==> src/rtl/var_delay_line.sv <==
// var_delay_line: multi-channel delay line with a runtime-selectable tap.
// All channels share one clock enable and one delay select, so they stay
// mutually aligned. A saturating fill counter reports when the selected tap
// holds only data shifted in since the last reset or flush.
module var_delay_line #(
    parameter int unsigned WIDTH      = 8,
    parameter int unsigned CHANNELS   = 3,
    parameter int unsigned MAX_DELAYS = 16,
    parameter int unsigned DLYW       = $clog2(MAX_DELAYS + 1)
) (
    input  logic                      clk_i,
    input  logic                      rst_ni,
    input  logic                      cen_i,
    input  logic                      flush_i,
    input  logic [DLYW-1:0]           dly_i,
    input  logic                      vld_i,
    input  logic [CHANNELS*WIDTH-1:0] d_i,
    output logic                      vld_o,
    output logic [CHANNELS*WIDTH-1:0] d_o,
    output logic                      primed_o
);

    localparam int unsigned DW = CHANNELS * WIDTH;
    // Each stage carries the data word with its valid bit in the MSB.
    localparam int unsigned SW = DW + 1;
    localparam logic [DLYW-1:0] MAX_DLY = DLYW'(MAX_DELAYS);

    logic [SW-1:0]   stage_q [MAX_DELAYS];
    logic [SW-1:0]   stage_d [MAX_DELAYS];
    logic [DLYW-1:0] fill_q;
    logic [DLYW-1:0] fill_d;
    logic [DLYW-1:0] dly_eff;
    logic [SW-1:0]   tap;

    // Requests beyond the physical depth behave as the deepest tap.
    assign dly_eff = (dly_i > MAX_DLY) ? MAX_DLY : dly_i;

    // Next-state of the shift stages and fill counter; flush beats enable.
    always_comb begin
        // NOTE: every combinational output gets a default first so that no
        // path leaves it unassigned, which would infer a latch.
        for (int k = 0; k < MAX_DELAYS; k++) begin
            stage_d[k] = stage_q[k];
        end
        fill_d = fill_q;

        if (flush_i) begin
            for (int k = 0; k < MAX_DELAYS; k++) begin
                stage_d[k] = '0;
            end
            fill_d = '0;
        end else if (cen_i) begin
            stage_d[0] = {vld_i, d_i};
            for (int k = 1; k < MAX_DELAYS; k++) begin
                stage_d[k] = stage_q[k-1];
            end
            if (fill_q != MAX_DLY) begin
                fill_d = fill_q + 1'b1;
            end
        end
    end

    // State registers: stages and fill counter, cleared asynchronously.
    always_ff @(posedge clk_i or negedge rst_ni) begin
        // NOTE: the stage array is reset, unlike a typical RAM, because the
        // outputs must read zero immediately while reset is held. Sequential
        // state uses non-blocking assignments so every flop samples the
        // pre-edge values of its neighbours.
        if (!rst_ni) begin
            for (int k = 0; k < MAX_DELAYS; k++) begin
                stage_q[k] <= '0;
            end
            fill_q <= '0;
        end else begin
            for (int k = 0; k < MAX_DELAYS; k++) begin
                stage_q[k] <= stage_d[k];
            end
            fill_q <= fill_d;
        end
    end

    // Output tap select: zero delay bypasses, otherwise read stage[dly_eff-1].
    always_comb begin
        tap = {vld_i, d_i};
        for (int k = 0; k < MAX_DELAYS; k++) begin
            if (dly_eff == DLYW'(k + 1)) begin
                tap = stage_q[k];
            end
        end
    end

    assign d_o      = tap[DW-1:0];
    assign vld_o    = tap[DW];
    assign primed_o = (fill_q >= dly_eff);

endmodule

==> config.mk <==
export PLATFORM = sky130hd
export DESIGN_NAME = var_delay_line
export DESIGN_NICKNAME = d
export VERILOG_FILES = /design/src/rtl/var_delay_line.sv
export SDC_FILE = /design/constraint.sdc
export NUM_CORES = 1
export LEC_CHECK = 0
export CAP_MARGIN = 40
export CORE_ASPECT_RATIO = 1.5
export CORE_MARGIN = 2
export CORE_UTILIZATION = 40
export DETAILED_ROUTE_END_ITERATION = 10
export SETUP_SLACK_MARGIN = 0.05
export SKIP_CTS_REPAIR_TIMING = 1
export SLEW_MARGIN = 30
export SYNTH_ARGS = -nofsm -noshare
export SYNTH_HDL_FRONTEND = slang
export SYNTH_SLANG_ARGS = --single-unit
==> constraint.sdc <==
create_clock -name clk_i -period 6.62 [get_ports clk_i]
set_input_delay 1.324 -clock clk_i [delete_from_list [all_inputs] [get_ports clk_i]]
set_output_delay 1.324 -clock clk_i [all_outputs]
set_load 0.05 [all_outputs]
==> summary.txt <==
Tot Pwr: 0.005428 W
Crit share post-route: 90.04%
Unrepaired setup endpoints after global routing: no
Synth Register Bits: 405
Initial DRC count: 1,025
First-pass GRT wire length: 83,350 um
P&R area growth vs syn: 13.35%
Async SR Flop Fraction: 100.0%
Num CTS Buffers: 42
Die Area: 0.05174 mm2
Initial DRT Pass Iterations: 5
Crit Path Category: in -> out
Setup violators final: 0
Slowest CP cell: clkdlybuf4s50_1
Crit. End Element: primary output
Die X: 186.4 um
Ys Warns: 0
Slew HR: 41.98%
Most frequent cells in the layout: 467 x nor2_1, 405 x dfrtp_1, 402 x mux2i_1
GRT overflow: 0
Status: completed
WP buf/inv: 2
GRT Total Usage: 19.73%
Routed wire per std cell: 19.34 um
Most common cell after layout, fill and taps aside: nor2_1
Root buffer cell: clkbuf_16
VDD IR-drop max: 0.0001603 V
Pin count of the biggest net entering global routing: 134
CTS clk-pin slew, worst paths: 60 ps
Placer Congestion: 0.8280
Setup tns final: 0 ps
Min Clock Period, post-route: 5961 ps
PortBufs: 59
Static leakage: 11.28 nW
Mapped Cells: 1,969
FF-to-FF setup slack: 5160 ps
Max cap viols: 0
CTS tree: yes
CP max FO: 18
Fin nets: 2,010
Pwr/cell area: 239.9 mW/mm2
Netlist Area Pre-Place: 0.01996 mm2
CP cell instances: clkdlybuf4s50_1, and3b_1, o21ai_0, o21ai_0, o21ai_0, a21oi_1, o21ai_0, buf_4
CP dominant cell by count: o21ai_0
Distinct cells, synth: 60
Worst hold slack: 530.5 ps
CTS Buffer Depth: 3
Post-synthesis sequential area ratio: 50.77%
Core area: 0.04942 mm2
CTS H-tree depth: 2
Number of flops mapped to enable cells by yosys: 0
Hold Fails Final Rpt: 0
ANT nets after route: 0
Die height: 277.6 um
Syn Nets: 2,010
Hpwl dp: 33,890 um
Row count: 100
Hold Crit Class: reg -> reg
# DRC: 0
Initial antenna violation count: 1
WP data arrival: 4640 ps
Dpl cells: 2,586
Clock Skews: 11.77 ps
DP Worst Slack: 772.6 ps
Final WS setup: 659.3 ps
Via density: 5.516
Clk sink count: 405
Max Slew Vio Count: 0
Clock Latency Late Sink: 560 ps
Mean post-synth cell area: 10.14 um2
Most common flop cell mapped by yosys: dfrtp_1
F_max: 167.8 MHz
Share of post-route cells with drive strength above 1: 8.700%
CP top delay family: compound AO/OA/AOI/OAI gates
I/O pins: 60
Vias in the first global route: 14,590
DR vias: 14,690
Worst-margin pin slew: 870.3 ps
CP Data Required Time: 5300 ps
Drt total wl: 51,530 um
Non-filler cells, final: 2,664
Largest stage delay on the critical path: 960 ps
Starting density of the core: 40.39%
Startpoint class of the critical path: input pin
-- worst paths after layout --
kind,end,start,cells past startpoint
hold reg to reg,stage_q[17],stage_q[17],2
setup / recovery,d_o[2],dly_i[2],8
min in group asynchronous,stage_q[334],rst_ni,1
max in group asynchronous,stage_q[104],rst_ni,3
setup reg to reg,fill_q[4],fill_q[0],7
hold / removal,stage_q[17],stage_q[17],2
-- worst min-delay path: cells and delay by family, from the launching register on --
kind,cells,cell delay (ps)
flops,1,350
simple gates,1,80
mux,1,70
-- cell type report --
class / count / area [um2]
flip-flops and latches: 405 / 10130
repair buffers: 106 / 1041
well taps: 663 / 829.5
diodes: 1 / 2.502
fillers: 4658 / 26800
clock buffers: 59 / 1245
multi-input cells: 1390 / 9144
inverters: 24 / 90.09
clock inverters: 16 / 138.9
-- registers in the layout (all words and copies together), names as in the netlist --
signal   flops
stage_q    400
fill_q       5
-- where the power goes --
group	total (W)	internal, W	switching, W
registers	0.00251	0.00250	0.0000192
logic	0.000543	0.000180	0.000363
clock network	0.00237	0.00136	0.00101
total	0.00543	0.00403	0.00140
-- routing by layer --
layer | up-vias | global-route usage, % | routed length [um] | share of wire, %
li1 | 6918 | - | - | -
met1 | 7414 | 25.96 | 22880 | 44
met2 | 280 | 33.54 | 25360 | 49
met3 | 82 | 2.201 | 1677 | 3.3
met5 | - | 0 | 0 | 0
met4 | 0 | 7.262 | 1607 | 3.1
-- synthesized netlist by cell type, drive strengths merged (7+ instances only) --
cell	n	area [um2]
a211o	12	105.1
a211oi	9	67.56
a21boi	13	97.59
a21o	7	52.55
a21oi	40	204.0
a221oi	22	192.7
a222oi	20	200.2
a22oi	24	180.2
and3	29	181.4
buf	55	237.7
clkbuf	95	356.6
dfrtp	405	10130
ha	7	87.58
inv	23	86.33
mux2	14	157.7
mux2i	402	4024
nand2	75	281.5
nand2b	9	56.30
nand3	14	70.07
nor2	469	1770
nor2b	7	43.79
nor3	13	65.06
o21a	12	90.09
o21ai	84	420.4
o22ai	50	312.8
or3	9	56.30
-- through the flow --
stage | utilization [%] | area [um2]
2_1_floorplan | - | 19960
3_3_place_gp | 42.82 | 21160
3_5_place_dp | 42.88 | 21190
4_1_cts | 45.68 | 22580
5_1_grt | 45.78 | 22630
6_report | 45.78 | 22630
-- kinds of logic after synthesis --
| kind of cell | Yosys count | share of synthesized area, % |
|---|---|---|
| simple gates | 648 | 13.61 |
| mux | 416 | 20.95 |
| flops | 405 | 50.77 |
| compound gates | 316 | 10.66 |
| buf+inv | 174 | 3.429 |
| fa+ha+maj | 7 | 0.4388 |
| xor+xnor | 3 | 0.1317 |
Note: power is estimated with default switching activity, not from simulation.
